<file path="src/rtl/pin_input_conditioner.sv">
// pin_input_conditioner
// Cleans up raw asynchronous board pins (e.g. push-buttons) before they reach
// downstream logic. Each channel has a 2-FF synchronizer, a tick-sampled
// debouncer FSM and registered rise/fall edge pulses.
//
// Optional build macro: AUTOREPEAT_EN
//   When defined, a held-high level emits extra rise_pulse repeats, the first
//   REPEAT_DELAY ticks after the debounced rise, then every REPEAT_PERIOD ticks.
//
// Ports
//   clk        system clock
//   rst_n      synchronous active-low reset
//   tick       sample enable for the debouncer (may be held high)
//   pin_in     raw asynchronous pins, one bit per channel
//   level_out  debounced level per channel
//   rise_pulse one-clk pulse on each debounced 0->1 (and each auto-repeat)
//   fall_pulse one-clk pulse on each debounced 1->0
//
// Debouncer states
//   STABLE  | synchronized pin agrees with level_out, nothing pending
//   CONFIRM | pin disagrees with level_out; cnt counts consecutive ticks of it
module pin_input_conditioner #(
  parameter int CH_COUNT       = 2,
  parameter int DEBOUNCE_TICKS = 20,
  parameter int REPEAT_DELAY   = 50,
  parameter int REPEAT_PERIOD  = 10
) (
  input  logic                clk,
  input  logic                rst_n,
  input  logic                tick,
  input  logic [CH_COUNT-1:0] pin_in,
  output logic [CH_COUNT-1:0] level_out,
  output logic [CH_COUNT-1:0] rise_pulse,
  output logic [CH_COUNT-1:0] fall_pulse
);

  localparam int CNT_W = $clog2(DEBOUNCE_TICKS + 1);
  // cnt+1 == DEBOUNCE_TICKS is evaluated as cnt == DEBOUNCE_TICKS-1 so the
  // counter never needs an extra carry bit.
  localparam logic [CNT_W-1:0] CNT_LAST = CNT_W'(DEBOUNCE_TICKS - 1);

  if (DEBOUNCE_TICKS < 1 || REPEAT_DELAY < 1 || REPEAT_PERIOD < 1) begin : g_param_check
    $error("pin_input_conditioner: DEBOUNCE_TICKS, REPEAT_DELAY and REPEAT_PERIOD must be >= 1");
  end

  typedef enum logic {
    STABLE  = 1'b0,
    CONFIRM = 1'b1
  } state_t;

  logic [CH_COUNT-1:0] sync_a;
  logic [CH_COUNT-1:0] sync_s;

  state_t           state     [CH_COUNT];
  state_t           state_nxt [CH_COUNT];
  logic [CNT_W-1:0] cnt       [CH_COUNT];
  logic [CNT_W-1:0] cnt_nxt   [CH_COUNT];

  logic [CH_COUNT-1:0] flip;
  logic [CH_COUNT-1:0] level_nxt;
  logic [CH_COUNT-1:0] rise_edge;
  logic [CH_COUNT-1:0] fall_edge;
  logic [CH_COUNT-1:0] rise_nxt;

  // Synchronizer runs every clk, independent of tick.
  always_ff @(posedge clk) begin
    if (!rst_n) begin
      sync_a <= '0;
      sync_s <= '0;
    end else begin
      sync_a <= pin_in;
      sync_s <= sync_a;
    end
  end

  always_ff @(posedge clk) begin
    if (!rst_n) begin
      for (int i = 0; i < CH_COUNT; i++) begin
        state[i] <= STABLE;
        cnt[i]   <= '0;
      end
      level_out  <= '0;
      rise_pulse <= '0;
      fall_pulse <= '0;
    end else begin
      for (int i = 0; i < CH_COUNT; i++) begin
        state[i] <= state_nxt[i];
        cnt[i]   <= cnt_nxt[i];
      end
      level_out  <= level_nxt;
      rise_pulse <= rise_nxt;
      fall_pulse <= fall_edge;
    end
  end

  always_comb begin
    for (int i = 0; i < CH_COUNT; i++) begin
      state_nxt[i] = state[i];
      cnt_nxt[i]   = cnt[i];
      flip[i]      = 1'b0;
      if (tick) begin
        case (state[i])
          STABLE: begin
            if (sync_s[i] != level_out[i]) begin
              if (DEBOUNCE_TICKS == 1) begin
                flip[i] = 1'b1;
              end else begin
                cnt_nxt[i]   = CNT_W'(1);
                state_nxt[i] = CONFIRM;
              end
            end
          end
          CONFIRM: begin
            if (sync_s[i] == level_out[i]) begin
              cnt_nxt[i]   = '0;
              state_nxt[i] = STABLE;
            end else if (cnt[i] == CNT_LAST) begin
              flip[i]      = 1'b1;
              cnt_nxt[i]   = '0;
              state_nxt[i] = STABLE;
            end else begin
              cnt_nxt[i] = cnt[i] + CNT_W'(1);
            end
          end
        endcase
      end
      level_nxt[i] = level_out[i] ^ flip[i];
      rise_edge[i] = flip[i] & ~level_out[i];
      fall_edge[i] = flip[i] & level_out[i];
    end
  end

`ifdef AUTOREPEAT_EN
  localparam int RPT_MAX = (REPEAT_DELAY > REPEAT_PERIOD) ? REPEAT_DELAY : REPEAT_PERIOD;
  localparam int RPT_W   = $clog2(RPT_MAX + 1);
  localparam logic [RPT_W-1:0] DELAY_LAST  = RPT_W'(REPEAT_DELAY - 1);
  localparam logic [RPT_W-1:0] PERIOD_LAST = RPT_W'(REPEAT_PERIOD - 1);

  logic [RPT_W-1:0]    rpt_cnt     [CH_COUNT];
  logic [RPT_W-1:0]    rpt_cnt_nxt [CH_COUNT];
  logic [CH_COUNT-1:0] rpt_first;
  logic [CH_COUNT-1:0] rpt_first_nxt;
  logic [CH_COUNT-1:0] rpt_fire;

  always_ff @(posedge clk) begin
    if (!rst_n) begin
      for (int i = 0; i < CH_COUNT; i++) begin
        rpt_cnt[i] <= '0;
      end
      rpt_first <= '0;
    end else begin
      for (int i = 0; i < CH_COUNT; i++) begin
        rpt_cnt[i] <= rpt_cnt_nxt[i];
      end
      rpt_first <= rpt_first_nxt;
    end
  end

  // rpt_first selects the initial delay vs. the steady repeat period. A tick
  // that also produces a fall never fires a repeat.
  always_comb begin
    for (int i = 0; i < CH_COUNT; i++) begin
      rpt_cnt_nxt[i]   = rpt_cnt[i];
      rpt_first_nxt[i] = rpt_first[i];
      rpt_fire[i]      = 1'b0;
      if (!level_out[i]) begin
        rpt_cnt_nxt[i]   = '0;
        rpt_first_nxt[i] = 1'b1;
      end else if (tick && !fall_edge[i]) begin
        if (rpt_cnt[i] == (rpt_first[i] ? DELAY_LAST : PERIOD_LAST)) begin
          rpt_fire[i]      = 1'b1;
          rpt_cnt_nxt[i]   = '0;
          rpt_first_nxt[i] = 1'b0;
        end else begin
          rpt_cnt_nxt[i] = rpt_cnt[i] + RPT_W'(1);
        end
      end
    end
    rise_nxt = rise_edge | rpt_fire;
  end
`else
  always_comb begin
    rise_nxt = rise_edge;
  end
`endif

endmodule

</file>
<file path="config.mk">
export PLATFORM = sky130hd
export DESIGN_NAME = pin_input_conditioner
export DESIGN_NICKNAME = d
export VERILOG_FILES = /design/src/rtl/pin_input_conditioner.sv
export SDC_FILE = /design/constraint.sdc
export NUM_CORES = 1
export LEC_CHECK = 0
export ABC_AREA = 1
export CORE_MARGIN = 2
export CORE_UTILIZATION = 55
export DETAILED_ROUTE_END_ITERATION = 12
export GPL_TIMING_DRIVEN = 0
export PLACE_DENSITY = 0.78
export SLEW_MARGIN = 20
export SYNTH_ARGS = -nofsm -noshare
export SYNTH_HDL_FRONTEND = slang
export SYNTH_SLANG_ARGS = --single-unit
</file>
<file path="constraint.sdc">
create_clock -name clk -period 3.4 [get_ports clk]
set_input_delay 0.68 -clock clk [delete_from_list [all_inputs] [get_ports clk]]
set_output_delay 0.68 -clock clk [all_outputs]
set_load 0.03 [all_outputs]
</file>
==> results list, run 1 <==
- Synthesis produced a netlist with a net count of 167.
- Hold repair after CTS inserted 0 buffers.
- Max-slew violations: 0
- Worst-case headroom to the max-slew limit: 79.25%
- FMAX: 470.6 MHz
- Critical path's top delay family: buffers and inverters
- Cells after synthesis: 156
* Die outline height: 48.80 um
- Post-CTS repair changed the size of 0 cells.
- Syn. warnings: 0
- Max-capacitance violation count: 0
- Number of routed nets with antenna violations: 0
* Dominant register cell in the synthesized netlist: dfxtp_1
* Cell with the most instances after synthesis: nand2_1
* Tot GR Track Use: 18.74%
- CTS tree: done
- Postcts setup bufs: 0
* Longest individual stage delay on the worst path: 0.70 ns
- Data arrival, critical path: 1.44 ns
- The initial antenna violation count was 0.
- The biggest area contributor in the post-synthesis netlist is dfxtp_1.
- Counting instances in the post-synthesis netlist gives the leading cell types as 44 x nand2_1, 22 x dfxtp_1, 19 x inv_1.
* Final count of hold timing violations: 0
- Summed instance area of the synthesized netlist: 1104 um2
- For this configuration, the core starts out at a cell density of 57.42%.
- The total area inside the core boundary comes to 1922 um2.
- STA classifies the critical path endpoint as an output port.
- In this run the power density over the cells is 382.4 nW/um2.
- In the synthesized netlist the async set-or-reset flop fraction comes to 0%.
* Num Clock Sinks: 22
* FILL cells: 181
- Once layout is done, the placed cells without fillers occupy 1290 um2.
- Sorting the synthesized cells by area gives the leading types as dfxtp_1 40%, nand2_1 15%, ha_1 6.8%.
* Class of the tightest hold or removal check: register to register
- Worst-path clk slew: 0.13 ns
* Classification of the worst setup path: register to output port
- Unrepaired setup endpoints after global routing: no
* Post-Route Setup TNS: 0 ns
- RD Place Congestion: 0.8279
- The pre-antenna-repair detailed-routing pass consisted of 5 iterations.
- Of the post-synthesis cell area, the dominant cell type holds 39.91%.
- Fraction of layout cells with a size suffix above 1: 14.12%
* Synthesis-to-finish area growth: 16.89%
- Worst Setup Slack post-DPL: 1.314 ns
* Transition time of the tightest slew-check pin: 0.3103 ns
- In this run, the number of DRC markers left after iteration 0 of detailed routing was 17.
- Startpoint Class: register
* Synthesized area per cell: 7.074 um2
* Total number of vias: 978
- After detailed routing, the average wire length per cell comes to 9.822 um.
- After layout, the worst path uses 62.50% of the clock period.
- Total of endpoints with negative setup slack in the final report: 0
- For this block, the routed nets add up to 1935 um of wire.
- Maximum net fanout on the critical path: 5
- CTS placed an instance of clkbuf_4 at the clock tree root.
* Maximum VDD drop: 0.3151 mV
- Number of buffers added by the clock tree synthesis step: 3
- In the final design database the tool counted 182 nets.
- In the routed design, unresolved DRC markers number 0.
- Die width: 48.80 um
- The number of buffers and inverters on the critical path is 1.
- Buffers placed on the I/O ports in this run total 10.
- Number of global-route vias before repair: 892
* Inserted Diodes: 0
- After synthesis the netlist holds a flip-flop and latch count of 22.
- Per-cell via count in the routed design: 4.964
- Leakage Power: 0.0006096 uW
- Summed over all nets, the half-perimeter wirelength after detailed placement is 1526 um.
* Post-Place Cell Area: 1237 um2
* Setup Skew: 0.007780 ns
- Sequential area share after synthesis: 39.91%
- CTS built an H-tree with a depth of 1.
- The worst path needs 2.125 ns of the cycle, external delays included.
- The die covers 2381 um2.
- Worst-skew pair later-pin latency: 0.31 ns
* EDFF count, synth: 0
- In this run the deepest clock path goes through 2 buffers.
- The worst path meets setup with 1.275 ns of slack.
- After synthesis, the netlist uses 20 different library cells.
- Placement row count: 16
- The total overflow left after global routing is 0.
- The flow ran to the end, and the final reports show no timing, DRC or antenna violations.
- Series of cell instances along the critical path: clkdlybuf4s50_1
* Highest-delay cell along the critical path: clkdlybuf4s50_1
- First-pass GRT wire length: 3525 um
- Data on the critical path is required at its endpoint by 2.72 ns.
* Largest net degree at the start of global routing: 14
* I/O pins: 11
sequential cells by signal, indices dropped and copies added (netlist names):
register / count
level_out: 2
fall_pulse: 2
sync_s: 2
state: 2
sync_a: 2
cnt: 10
rise_pulse: 2
cell families (layout without fill, tap and decap cells):
logic type / Yosys count / count (layout) / synth area share [%]
AOI/OAI and AO/OA: 14 / 14 / 6.803
DFF: 22 / 22 / 39.91
adders and majority gates: 6 / 6 / 6.803
and+or+nand+nor: 86 / 86 / 36.17
buffers and inverters: 28 / 42 / 10.32
final cells by class:
type | instances | area, um2 | share of cell area (%)
Clock buffer | 3 | 22.52 | 1.746
Timing Repair Buffer | 10 | 100.1 | 7.759
Clock inverter | 1 | 30.03 | 2.328
Multi-Input combinational cell | 106 | 549.3 | 42.58
Tap cell | 27 | 33.78 | 2.619
Inverter | 26 | 97.59 | 7.565
Sequential cell | 22 | 440.4 | 34.14
Buffer | 2 | 16.27 | 1.261
worst min-delay path: stages, from the launching register on:
cell and delay (ns):
dfxtp_1 0.32, nand2_1 0.05, inv_1 0.03
cell usage in the layout, fill, tap and decap left out, drive strengths merged:
cell type and count:
o31ai 1, inv 25, nand3 15, nand2 51, ha 6, o21a 1, o21ai 3, clkinv 1
a21oi 9, bufinv 1, buf 2, nor2 14, clkbuf 3, nand4 6, dfxtp 22, clkdlybuf4s50 10
report_power, final:
part           internal, uW  switching (uW)
registers               262            3.06
clock network           119            81.1
logic                  11.4            17.0
total                   392             101
metal layers:
metal  GRT usage, %  vias up  share of wire [%]  routed length (um)
li1               -      518                  -                   -
met1          22.57      443                 44                 844
met2          33.33       15                 52                1008
met3          2.761        2                3.1                  60
met4          7.619        0                1.1                  22
met5              0        -                  0                   0
metrics by stage:
| step | utilization, % | total power [uW] | instances | hold slack, ns |
|---|---|---|---|---|
| after global routing | 67.12 | 512.5 | 197 | 0.4641 |
| final | 67.12 | 493.3 | 197 | 0.4218 |
| after detailed placement | 64.39 | 298.9 | 193 | 0.4057 |
| after floorplan | - | 287.6 | 156 | 0.3864 |
| after global placement | 64.39 | 297.7 | 193 | 0.3926 |
| after CTS | 67.12 | 498.6 | 197 | 0.4288 |
final timing paths:
kind | from | to | slack, ns | cells past startpoint
max | level_out[1]$_SDFF_PN0_ | level_out[1] | 1.28 | 1
min | sync_a[1]$_SDFF_PN0_ | sync_s[1]$_SDFF_PN0_ | 0.42 | 2
max reg2reg | cnt[0][5]$_SDFFE_PN0P_ | level_out[1]$_SDFF_PN0_ | 1.76 | 7
min reg2reg | sync_a[1]$_SDFF_PN0_ | sync_s[1]$_SDFF_PN0_ | 0.42 | 2
(Power assumes the default switching activity.)
==> inputs of run 2 (changes only) <==
Settings changed: CORE_UTILIZATION 55 to 54, PLACE_DENSITY 0.78 to 0.77.
Clock period 3.4 ns to 2.11 ns, I/O delays scaled along.
==> run 2 against run 1 <==
Effect of this change: first-iteration DRC count increased by 24%; core utilization decreased by 1.5 points; via count decreased by 2.5%; non-clock buffer count unchanged; routed wire length decreased by 2.3%; sequential cell count unchanged; register-to-register slack got worse by 1.3 ns; critical path depth unchanged; highest routed layer unchanged; largest cell class unchanged; hold slack got worse by 0.0012 ns.
==> results list, run 2 (same netlist as run 1, synthesis figures left out) <==
- Max-capacitance violation count: 0 (unchanged)
- The clock tree from TritonCTS is done (unchanged).
- The number of fill cells in the layout came to 187 (was 181).
* Cts-stage hold buffer count: 0 (unchanged)
* GR met1 Demand/Resource: 21.71% (was 22.57%)
* Clock network fraction of design power: 32.8% (was 40.6%)
- Final count of hold timing violations: 0 (unchanged)
- Logic depth of the worst path, buffers included: 1 (unchanged)
* Longest individual stage delay on the worst path: 0.70 ns (about the same)
- The initial antenna violation count came to 0 (unchanged).
- The logic depth of the worst register-to-register path was 7 (unchanged).
- Status: finished, final reports clean (unchanged).
- The count of port buffers added during placement was 10 (unchanged).
- Worst-case headroom to the max-slew limit: 79.39% (was 79.25%)
- Worst-skew pair later-pin latency: 0.30 ns (was 0.31 ns)
- The count of cells resized by post-cts repair was 0 (unchanged).
* Maximum level of the CTS H-tree: 1 (unchanged)
* Most frequent cells in the layout: 44 x nand2_1, 22 x dfxtp_1, 19 x inv_1, 14 x nand3_1 (unchanged)
- The buffer type at the clock tree root is clkbuf_4 (unchanged).
- Crit path capture type: output port (unchanged)
- The global route total overflow is 0 (unchanged).
- The post-detailed-route count of antenna-violating nets is 0 (unchanged).
* Post-layout minimum cycle time: 1.856 ns
- Max-slew violations: 0 (unchanged)
- The final estimated routing congestion in global placement was 0.8024 (was 0.8279).
- The path category of the worst min-delay check is register to register (unchanged).
- Core area: 1942 um2 (was 1922 um2)
* Net Sw Power: 156.6 uW (was 101.2 uW)
- The die extent in x came to 49.21 um (was 48.80 um).
- The start-to-end type of the worst setup path was register to output port (unchanged).
* M2 GR Usage: 28.60% (was 33.33%)
* Data arrival, critical path: 1.43 ns (was 1.44 ns)
- The number of instances on the worst hold path was 2 (unchanged).
* Total number of vias: 954 (was 978)
* Number of buffers added by the clock tree synthesis step: 3 (unchanged)
- Num Clock Sinks: 22 (unchanged)
- Final routed wire length divided by cell count: 9.599 um (was 9.822 um)
* Worst-path clk slew: 0.12 ns (was 0.13 ns)
- Internal: 545.0 uW (was 392.1 uW)
- The number of global-route vias before repair came to 842 (was 892).
- The switching share of power is 22.32% (was 20.51%).
- Largest net degree at the start of global routing: 13 (was 14)
- Transition time of the tightest slew-check pin: 0.3082 ns (was 0.3103 ns)
* Leakage Power: 0.0006026 uW (was 0.0006096 uW)
- Total of endpoints with negative setup slack in the final report: 0 (unchanged)
* Fraction of layout cells with a size suffix above 1: 14.12% (unchanged)
* Critical path's top delay family: buffers and inverters (unchanged)
* Per-cell via count in the routed design: 4.843 (was 4.964)
* Power density cells: 550.8 nW/um2 (was 382.4 nW/um2)
- The DRC violation count after routing was 0 (unchanged).
- The number of design-rule violations left by the first detailed-router iteration was 21 (was 17).
- Tot Pwr: 701.5 uW (was 493.3 uW)
* Inserted Diodes: 0 (unchanged)
- Storage cell area: 440.4 um2 (unchanged)
* Die outline height: 49.21 um (was 48.80 um)
* First-pass GRT wire length: 3346 um (was 3525 um)
- I/O pins: 11 (unchanged)
- The post-CTS setup buffer count was 0 (unchanged).
- Number of nets at the end of the flow: 182 (unchanged)
- Met3 track demand over resource in global routing: 4.294% (was 2.761%)
- Share of the clock period used by the worst path: 87.98%
- Worst Hold Slack: 0.4207 ns (was 0.4218 ns)
- The share of total power in sequential cells was 60.7% (was 53.6%).
* Number of buffers on the longest clock path: 2 (unchanged)
- The fraction of power consumed by combinational cells was 6.4% (was 5.7%).
- The number of buffer and inverter stages on the critical path was 1 (unchanged).
- Most frequent standard cell in the layout excluding fill and tap cells: nand2_1 (unchanged)
- The detailed-route wire length came to 1891 um (was 1935 um).
- For this run, the top clock speed supported by timing is 538.7 MHz.
- The multi-input combinational cell area is 549.3 um2 (unchanged).
- Setup Skew: 0.001932 ns (was 0.007780 ns)
- Full die area: 2421 um2 (was 2381 um2)
- Most heavily used metal layer in global routing: met2 (unchanged)
- The worst path required time came to 1.69 ns (was 2.72 ns).
* Tot GR Track Use: 17.84% (was 18.74%)
- The highest net fanout along the worst path came to 5 (unchanged).
- The placed wire-length estimate after detailed placement is 1462 um (was 1526 um).
- Flip-flop count of the largest register after layout: 10 (unchanged)
- Largest register by flop count: cnt (unchanged)
- The number of iterations in the first detailed-routing pass was 4 (was 5).
- The setup TNS after final layout is 0 ns (unchanged).
* Startpoint Class: register (unchanged)
* Synthesis-to-finish area growth: 15.42% (was 16.89%)
- The number of cell rows was 16 (unchanged).
- Highest-delay cell along the critical path: clkdlybuf4s50_1 (unchanged)
- The starting density of the core was 56.83% (was 57.42%).
* Maximum VDD drop: 0.4624 mV (was 0.3151 mV)
- Unrepaired setup endpoints after global routing: no (unchanged)
* Series of cell instances along the critical path: clkdlybuf4s50_1 (unchanged)
-- run 2: stage by stage --
step	util (%)	std cells	cell area (um2)	worst slack, ns
floorplan	-	156	1104	0.6910
global placement	63.72	193	1237	0.3010
detailed placement	63.72	193	1237	0.2683
CTS	65.59	197	1274	0.2228
global route	65.59	197	1274	0.1815
finish	65.59	197	1274	0.2537
-- run 2: worst paths after layout --
kind	slack, ns	end	start
max	0.25	level_out[1]	level_out[1]$_SDFF_PN0_
min	0.42	sync_s[1]$_SDFF_PN0_	sync_a[1]$_SDFF_PN0_
max reg2reg	0.48	level_out[1]$_SDFF_PN0_	cnt[0][5]$_SDFFE_PN0P_
min reg2reg	0.42	sync_s[1]$_SDFF_PN0_	sync_a[1]$_SDFF_PN0_
-- run 2: area by class of cell --
type	instances	area share [%]
sequential	22	34.58
tap	27	2.652
clock buffer	4	2.849
buffer	2	1.277
timing repair buffer	10	7.859
inverter	26	7.662
multi-input combinational	106	43.12
-- run 2: power by group through the flow --
stage	registers, uW	clock network, uW	logic, uW
global placement	435	0	44.3
floorplan	435	0	28.9
finish	426	230	45.0
global route	427	258	51.4
detailed placement	435	0	45.2
CTS	426	242	45.4
-- run 2: worst min-delay path, delay by kind of cell, from the launching register on --
family,cells,cell delay (ns)
buffers and inverters,1,0.03
flip-flops,1,0.32
AND/OR/NAND/NOR,1,0.04
-- run 2: routing by layer --
metal,vias to the layer above,wire length (um)
met2,17,867
met3,2,79
met1,413,919
li1,522,-
met4,0,23
met5,-,0
